### src/rtl/seq_detect_pkg.sv
// Shared types and helpers for the parametrised serial sequence detector.
// Provides the detector state encoding and the pattern-length clamp used
// when the run-time configuration is latched.
package seq_detect_pkg;

  // Detector state: IDLE waits for enable, FILL collects the first L bits,
  // HUNT compares every valid bit against the latched pattern.
  typedef enum logic [1:0] {
    IDLE = 2'b00,
    FILL = 2'b01,
    HUNT = 2'b10
  } state_t;

  // Clamp a requested pattern length into the legal range 1..max_len.
  function automatic logic [31:0] clamp_len(input logic [31:0] len,
                                            input logic [31:0] max_len);
    logic [31:0] res;
    if (len == 32'd0) begin
      res = 32'd1;
    end else if (len > max_len) begin
      res = max_len;
    end else begin
      res = len;
    end
    return res;
  endfunction

endpackage

### src/rtl/seq_detect_param.sv
// Parametrised serial sequence detector with run-time pattern and length.
// Ports:
//   clk            rising-edge clock
//   reset_n        asynchronous active-low reset
//   enable         run enable; low returns the detector to IDLE
//   cfg_pattern    pattern, bit cfg_len-1 received first, bit 0 last
//   cfg_len        pattern length (0 -> 1, >MAX_LEN -> MAX_LEN)
//   cfg_overlap    1 = overlapping matches allowed
//   din_valid      din is sampled only when high
//   din            serial data bit
//   clr_count      synchronous clear of match_count (wins over increment)
//   pattern_detect registered one-cycle match pulse
//   match_count    saturating match counter
//   armed          high while the detector is in HUNT
// Configuration is captured on IDLE->FILL and held until the next IDLE.
module seq_detect_param
  import seq_detect_pkg::*;
#(
  parameter  int MAX_LEN = 8,
  parameter  int CNT_W   = 8,
  localparam int LEN_W   = $clog2(MAX_LEN + 1)
) (
  input  logic               clk,
  input  logic               reset_n,
  input  logic               enable,
  input  logic [MAX_LEN-1:0] cfg_pattern,
  input  logic [LEN_W-1:0]   cfg_len,
  input  logic               cfg_overlap,
  input  logic               din_valid,
  input  logic               din,
  input  logic               clr_count,
  output logic               pattern_detect,
  output logic [CNT_W-1:0]   match_count,
  output logic               armed
);

  // Compare the low len bits of a and b; upper bits are don't-care.
  function automatic logic masked_eq(input logic [MAX_LEN-1:0] a,
                                     input logic [MAX_LEN-1:0] b,
                                     input logic [LEN_W-1:0]   len);
    logic [MAX_LEN-1:0] mask;
    mask = {MAX_LEN{1'b0}};
    for (int i = 0; i < MAX_LEN; i++) begin
      mask[i] = (i < int'(len));
    end
    return ((a ^ b) & mask) == {MAX_LEN{1'b0}};
  endfunction

  state_t             state_r,  state_next_s;
  logic [MAX_LEN-1:0] hist_r,   hist_next_s;
  logic [LEN_W-1:0]   fill_r,   fill_next_s;
  logic [MAX_LEN-1:0] pat_r,    pat_next_s;
  logic [LEN_W-1:0]   len_r,    len_next_s;
  logic               ovl_r,    ovl_next_s;
  logic               detect_r, detect_next_s;
  logic [CNT_W-1:0]   count_r,  count_next_s;
  logic               armed_r,  armed_next_s;

  logic [MAX_LEN-1:0] hist_shift_s;
  logic [LEN_W-1:0]   fill_inc_s;
  logic [LEN_W-1:0]   len_clamp_s;
  logic               hit_s;

  // Datapath helpers: shifted history, saturating fill and match flag.
  always_comb begin
    hist_shift_s = {hist_r[MAX_LEN-2:0], din};
    len_clamp_s  = LEN_W'(clamp_len(32'(cfg_len), 32'(MAX_LEN)));
    if (fill_r >= len_r) begin
      fill_inc_s = len_r;
    end else begin
      fill_inc_s = fill_r + LEN_W'(1);
    end
    // A hit needs a full window of L bits since the last restart.
    hit_s = (fill_inc_s == len_r) && masked_eq(hist_shift_s, pat_r, len_r);
  end

  // Next-state, datapath and output computation.
  always_comb begin
    state_next_s  = state_r;
    hist_next_s   = hist_r;
    fill_next_s   = fill_r;
    pat_next_s    = pat_r;
    len_next_s    = len_r;
    ovl_next_s    = ovl_r;
    detect_next_s = 1'b0;
    count_next_s  = count_r;

    case (state_r)
      IDLE: begin
        if (enable) begin
          state_next_s = FILL;
          hist_next_s  = {MAX_LEN{1'b0}};
          fill_next_s  = {LEN_W{1'b0}};
          pat_next_s   = cfg_pattern;
          len_next_s   = len_clamp_s;
          ovl_next_s   = cfg_overlap;
        end else begin
          state_next_s = IDLE;
        end
      end
      FILL, HUNT: begin
        if (!enable) begin
          // Abort: the sample on this edge is discarded.
          state_next_s = IDLE;
          hist_next_s  = {MAX_LEN{1'b0}};
          fill_next_s  = {LEN_W{1'b0}};
        end else if (din_valid) begin
          hist_next_s = hist_shift_s;
          if (hit_s) begin
            detect_next_s = 1'b1;
            if (ovl_r) begin
              state_next_s = HUNT;
              fill_next_s  = fill_inc_s;
            end else begin
              // Non-overlapping: the next match needs L fresh bits.
              state_next_s = FILL;
              fill_next_s  = {LEN_W{1'b0}};
            end
          end else begin
            fill_next_s = fill_inc_s;
            if (fill_inc_s == len_r) begin
              state_next_s = HUNT;
            end else begin
              state_next_s = FILL;
            end
          end
        end else begin
          state_next_s = state_r;
        end
      end
      default: begin
        state_next_s = IDLE;
        hist_next_s  = {MAX_LEN{1'b0}};
        fill_next_s  = {LEN_W{1'b0}};
      end
    endcase

    // Clear wins over a simultaneous increment; the counter never wraps.
    if (clr_count) begin
      count_next_s = {CNT_W{1'b0}};
    end else if (detect_next_s && (count_r != {CNT_W{1'b1}})) begin
      count_next_s = count_r + CNT_W'(1);
    end else begin
      count_next_s = count_r;
    end

    armed_next_s = (state_next_s == HUNT);
  end

  // State, history, latched configuration and output registers.
  always_ff @(posedge clk or negedge reset_n) begin
    if (!reset_n) begin
      state_r  <= IDLE;
      hist_r   <= {MAX_LEN{1'b0}};
      fill_r   <= {LEN_W{1'b0}};
      pat_r    <= {MAX_LEN{1'b0}};
      len_r    <= {LEN_W{1'b0}};
      ovl_r    <= 1'b0;
      detect_r <= 1'b0;
      count_r  <= {CNT_W{1'b0}};
      armed_r  <= 1'b0;
    end else begin
      state_r  <= state_next_s;
      hist_r   <= hist_next_s;
      fill_r   <= fill_next_s;
      pat_r    <= pat_next_s;
      len_r    <= len_next_s;
      ovl_r    <= ovl_next_s;
      detect_r <= detect_next_s;
      count_r  <= count_next_s;
      armed_r  <= armed_next_s;
    end
  end

  assign pattern_detect = detect_r;
  assign match_count    = count_r;
  assign armed          = armed_r;

endmodule

### config.mk
export PLATFORM = sky130hd
export DESIGN_NAME = seq_detect_param
export DESIGN_NICKNAME = d
export VERILOG_FILES = /design/src/rtl/seq_detect_pkg.sv /design/src/rtl/seq_detect_param.sv
export SDC_FILE = /design/constraint.sdc
export NUM_CORES = 1
export LEC_CHECK = 0
export CORE_AREA = 2 2 68 70
export DETAILED_ROUTE_END_ITERATION = 12
export DIE_AREA = 0 0 70 72
export GPL_TIMING_DRIVEN = 0
export PLACE_DENSITY_LB_ADDON = 0.2
export SYNTH_ARGS = -nofsm -noshare
export SYNTH_HDL_FRONTEND = slang
export SYNTH_SLANG_ARGS = --single-unit
### constraint.sdc
create_clock -name clk -period 2.2 [get_ports clk]
set_input_delay 0.22 -clock clk [delete_from_list [all_inputs] [get_ports clk]]
set_output_delay 0.22 -clock clk [all_outputs]
set_load 0.005 [all_outputs]
# [After elaboration in Yosys (flattened, before gate mapping)]
# Index checks and enable logic that the tools add are counted.
[word_totals] regBits=36 out_inout_bits=10 word_cells=65
[classes] addsub=2 n_lt_le_gt_ge=10 eq_ne=7 muxes=26 bitwise=2 reduce_logical=9
[op_table] operator="two-way mux 4 bit" count=8
[op_table] operator="two-way mux 7 bit" count=3
[op_table] operator="< comparator 3 x 4 -> 1 bit, first input constant" count=4
[op_table] operator="two-way mux 8 bit" count=2
[op_table] operator="one-hot mux 7 bit (2 select lines)" count=1
[op_table] operator="two-way mux 2 bit" count=5
[op_table] operator="adder 8 x 1 -> 8 bit, second input constant" count=1
[op_table] operator="AND 8 bit" count=1
[op_table] operator="logical NOT 8 bit" count=1
[op_table] operator="< comparator 1 x 4 -> 1 bit, first input constant" count=2
[op_table] operator="< comparator 2 x 4 -> 1 bit, first input constant" count=2
[op_table] operator="inequality test 8 bit, second input constant" count=1
[op_table] operator="one-hot mux 4 bit (2 select lines)" count=1
[op_table] operator="XOR 8 bit" count=1
[op_table] operator="two-way mux 1 bit" count=5
[op_table] operator="adder 4 x 1 -> 4 bit, second input constant" count=1
[op_table] operator="equality test 2 bit, second input constant" count=2
[op_table] operator="equality test 4 bit" count=1
[op_table] operator=">= comparator 4 bit" count=1
[op_table] operator="greater-than comparator 4 bit, second input constant" count=1
[op_table] operator="logical NOT 4 bit" count=1
[op_table] operator="one-hot mux 2 bit (2 select lines)" count=1
[op_table] operator="AND reduction 2 bit" count=2
[op_table] operator="inequality test 3 bit, second input constant" count=1
[op_table] operator="other kinds (6)" count=7

# [Longest topological paths before layout]
[depth] word_depth=11 depth_mapped=10 depth_no_buf=9

# [Worst setup path after synthesis]
# No wires, ideal clock.
[synth_timing] kind="register -> register" from="register fill_r[0]" to="register count_r[4] (netlist: match_count[4])" setup_time_ns=0.078 arrival_time_ns=2.180 t_required_ns=2.122 path_slack_ns=-0.058 stages_incl_launch_ff=9 path_cell_list="dfrtp_1 > ha_1 > xor2_1 > nor4_2 > a21oi_1 > or3_4 > buf_6 > or3_1 > a21oi_1"
[synth_between] elab_chain_len=10 word_cells_on_any_way=11 classes_between="1 x add/sub; 1 x order compare; 1 x eq/ne; 5 x mux; 3 x reduce/logical"
[synth_lines] element="from (decl)" line_no="seq_detect_param.sv:51" text="logic [LEN_W-1:0] fill_r, fill_next_s;"
[synth_lines] element="from (signal assigned)" line_no="seq_detect_param.sv:155" text="fill_r <= {LEN_W{1'b0}};"
[synth_lines] element="from (signal assigned)" line_no="seq_detect_param.sv:165" text="fill_r <= fill_next_s;"
[synth_lines] element="adder 4 x 1 -> 4 bit or >= comparator 4 bit (tied branches)" line_no="seq_detect_param.sv:71, seq_detect_param.sv:68"
[synth_lines] element="two-way mux 4 bit (*)" line_no="seq_detect_param.sv:68" text="if (fill_r >= len_r) begin"
[synth_lines] element="equality test 4 bit (*)" line_no="seq_detect_param.sv:74" text="hit_s = (fill_inc_s == len_r) && masked_eq(hist_shift_s, pat_r, len_r);"
[synth_lines] element="logical AND 1 bit (*)" line_no="seq_detect_param.sv:74"
[synth_lines] element="two-way mux 1 bit (*)" line_no="seq_detect_param.sv:109" text="if (hit_s) begin"
[synth_lines] element="two-way mux 1 bit (*)" line_no="seq_detect_param.sv:107" text="end else if (din_valid) begin"
[synth_lines] element="two-way mux 1 bit (*)" line_no="seq_detect_param.sv:102" text="if (!enable) begin"
[synth_lines] element="two-way mux 1 bit (*)" line_no="seq_detect_param.sv:88" text="case (state_r)"
[synth_lines] element="logical AND 1 bit (*)" line_no="seq_detect_param.sv:141" text="end else if (detect_next_s && (count_r != {CNT_W{1'b1}})) begin"
[synth_lines] element="nonzero test 2 bit (no source line) (*)"
[synth_lines] element="to (signal assigned)" line_no="seq_detect_param.sv:160" text="count_r <= {CNT_W{1'b0}};"
[synth_lines] element="to (signal assigned)" line_no="seq_detect_param.sv:170" text="count_r <= count_next_s;"
[synth_lines] element="to (decl)" line_no="seq_detect_param.sv:56" text="logic [CNT_W-1:0] count_r, count_next_s;"
# Mark *: on every way between the ends. The rest lies on a longest branch, timed or not.
# A chain may end at the register's enable or synchronous reset.

# [Final worst setup path]
[layout_timing] from="register fill_r[1]" to="register count_r[4] (netlist: match_count[4])"
# Same word-level chain as after synthesis.

==> flow_summary.yaml <==
drt:
  drt-total-wl_mm: 4.164
  drt_iter0_drc: 85
  drtPass1Iterations: 4
  wire_per_inst_um: 14.66
  vias: 1511
  antenna_left: 0
  vias_per_cell: 5.320
  drc: 0
sta:
  rsz0062_at_grt: "true"
  post-route-period-util_pct: 105.4
  finalSetupViolCount: 8
  hold_viol_final: 0
  max_slew_margin_pct: 47.28
  fin_worst_skew_ns: 0.004359
  fin_ws_ns: -0.1195
  max_clock_freq_ghz: 0.4311
  fin_crit_ns: 2.320
  worstMarginPinSlew_ns: 0.7908
  finalMaxSlewViolations: 0
layout:
  syn_to_final_growth_pct: 33.27
  fin_area_um2: 2591
  register_area_um2: 907.1
  fin_nets: 258
  fin_cells: 284
  fillers: 362
  multi_input_area_um2: 1079
  diodes: 0
  final_layout_size_suffix_gt1_share_pct: 22.41
clock_network:
  root_buffer: "clkbuf_8"
  ctsHtreeMaxLevel: 2
  clkTransAtPathRegs_ns: 0.07
  cts_sinks: 36
  clk_path_buf_depth: 2
  cts_tree: "done"
  cts_buffers: 5
  clock_latency_ns: 0.29
  ctsHoldBuffers: 0
status:
  violations: "negative setup slack"
  status: "finished with violations"
synth:
  synth_most_common_cell: "dfrtp_1"
  netlist_area_um2: 1944
  synthArstFlopShare_pct: 100.0
  synthCells: 190
  synth_area_leaders: "dfrtp_1, mux2_2, xnor2_1, ha_1, a22o_1"
  synth_edf_count: 0
  ys_seq_area_share_pct: 46.33
  yosys_warnings: 0
  syn_area_per_cell_um2: 10.23
  yosysTopAreaCell: "dfrtp_1"
  netlist_top_cells_count: "dfrtp_1, nand2_1, o21ai_0, xnor2_1"
  synth_nets: 217
  yosysTopAreaCellShare_pct: 46.33
  synth_flop_cell: "dfrtp_1"
  synth_cell_types: 39
  ys_ff_latch: 36
pwr:
  pwr-share-comb_pct: 40.6
  pwr_density_cell_nw_per_um2: 1170
  clkPwrFrac_pct: 26.8
  power_mw: 3.031
  internal_power_mw: 2.010
  power_frac_seq_pct: 32.6
  leakage_nw: 1.099
  power_switching_mw: 1.021
  vdd_ir_drop_max_uv: 650.3
  power_switching_share_pct: 33.68
worst_setup_path:
  crit_fanout: 7
  reg2reg_slack_ns: -0.12
  max_stage_delay_ns: 0.43
  cp_data_arrival_time_ns: 2.54
  slowest_stage: "dfrtp_2"
  setup.worst_path.end: "match_count[4]$_DFFE_PN0P_"
  r2r_cells: 8
  r2r_start: "fill_r[1]$_DFFE_PN0P_"
  worstPathRequired_ns: 2.42
  endpoint_kind: "register"
  startpoint_type: "register"
  crit_type: "register to register"
  reg2reg_to: "match_count[4]$_DFFE_PN0P_"
  path_cells: "ha_4, xor2_2, nor4_2, a21oi_2, or3_4, buf_6, or3_4, a21oi_2"
  crit_path_start: "fill_r[1]$_DFFE_PN0P_"
global_route:
  grt_pass1_wl_mm: 7.058
  grt_max_degree: 37
  grt_antenna_before_repair: 0
  gr-total-overflow: 0
  track_usage_pct: 17.81
  grt_pass1_vias: 1518
place:
  dp_slack_ns: -0.3509
  hpwl_mm: 2.843
  finalWeightedCongestion: 0.7817
  io_buffers: 27
  dpl_cell_area_um2: 2287
  dp_cells: 269
floorplan:
  die-height_um: 72
  dieArea_um2: 5040
  ioPinCount: 29
  start_util_pct: 45.60
  chipWidth_um: 70
  coreArea_um2: 4264
  rows: 24
run:
  cap_violations: 0
hold_path:
  hold_class: "input pin to async pin"
[registers in the layout, indices dropped and copies added (netlist names)]
name            cells
armed               1
fill_r              4
hist_r              7
len_r               4
match_count         8
ovl_r               1
pat_r               8
pattern_detect      1
state_r             2
[critical path: cells and delay by family, from the launching register on]
family	cells	cell delay, ns
buf+inv	1	0.14
compound gates	2	0.21
xor+xnor	1	0.14
fa+ha+maj	1	0.25
flops	1	0.43
simple gates	3	1.07
[how the worst min path moves through the flow]
stage                                     start                         end
final                                   reset_n  match_count[6]$_DFFE_PN0P_
after global routing                    reset_n        len_r[2]$_DFFE_PN0P_
after CTS                               reset_n        state_r[1]$_DFF_PN0_
after detailed placement                reset_n       fill_r[1]$_DFFE_PN0P_
after global placement    hist_r[6]$_DFFE_PN0P_       hist_r[6]$_DFFE_PN0P_
after floorplan                         reset_n             armed$_DFF_PN0_
[power by group through the flow]
stage	clock, mW	sequential, mW	combinational [mW]
floorplan	0	0.953	0.766
global placement	0	1.00	0.948
detailed placement	0	1.01	0.977
CTS	0.825	0.984	1.11
global route	0.853	1.02	1.37
finish	0.812	0.989	1.23
[cell families (layout without fill, tap and decap cells)]
logic type      count (synthesis)  in the layout  synth area share [%]
compound gates                 44             44                 14.87
xor+xnor                       14             14                 6.306
fa+ha+maj                       8              8                 5.148
buf+inv                        14             56                 3.089
flops                          36             36                 46.33
mux                            13             13                 7.400
simple gates                   61             61                 16.86
[what timing repair did]
action	4_1_cts	5_1_grt
pin swaps	15	13
gates resized for setup	9	14
setup endpoints to repair	12	15
gates cloned	1	0
buffers inserted	6	1
[metrics by stage]
step	TNS [ns]	hold WS [ns]	util, %
final	-0.4266	0.01075	60.77
after global routing	-1.411	0.07213	60.77
after CTS	-0.3834	0.04850	59.15
after detailed placement	-3.088	0.3628	53.64
after global placement	-2.949	0.5103	53.76
after floorplan	-0.008132	-0.07559	-
[per-layer routing]
| metal | wire length [µm] | GRT usage (%) |
|---|---|---|
| met4 | 80 | 7.265 |
| met3 | 152 | 4.306 |
| met2 | 2005 | 27.62 |
| met5 | 0 | 0 |
| met1 | 1926 | 24.22 |
[cell type report]
type | instances | share of cell area (%)
timing repair buffer | 35 | 12.55
tap | 52 | 2.511
multi-input combinational | 140 | 41.62
buffer | 4 | 0.8691
inverter | 9 | 1.304
clock inverter | 3 | 3.477
clock buffer | 5 | 2.656
sequential | 36 | 35.01
[layout by cell type, fill, tap and decap left out, types with 4 or more instances in the layout]
cell	netlist	layout
clkbuf_8	0	5
or3_1	5	4
dfrtp_1	36	31
mux2_2	11	11
clkdlybuf4s50_1	0	26
a21oi_1	11	8
nand3_1	6	6
nand2b_1	6	5
inv_1	9	9
xnor2_1	12	9
nand2_1	18	17
nor2_1	8	8
dfrtp_2	0	5
a22o_1	9	9
buf_4	0	8
ha_1	8	6
o21ai_0	12	11
Note: power is estimated with default switching activity, not from simulation.
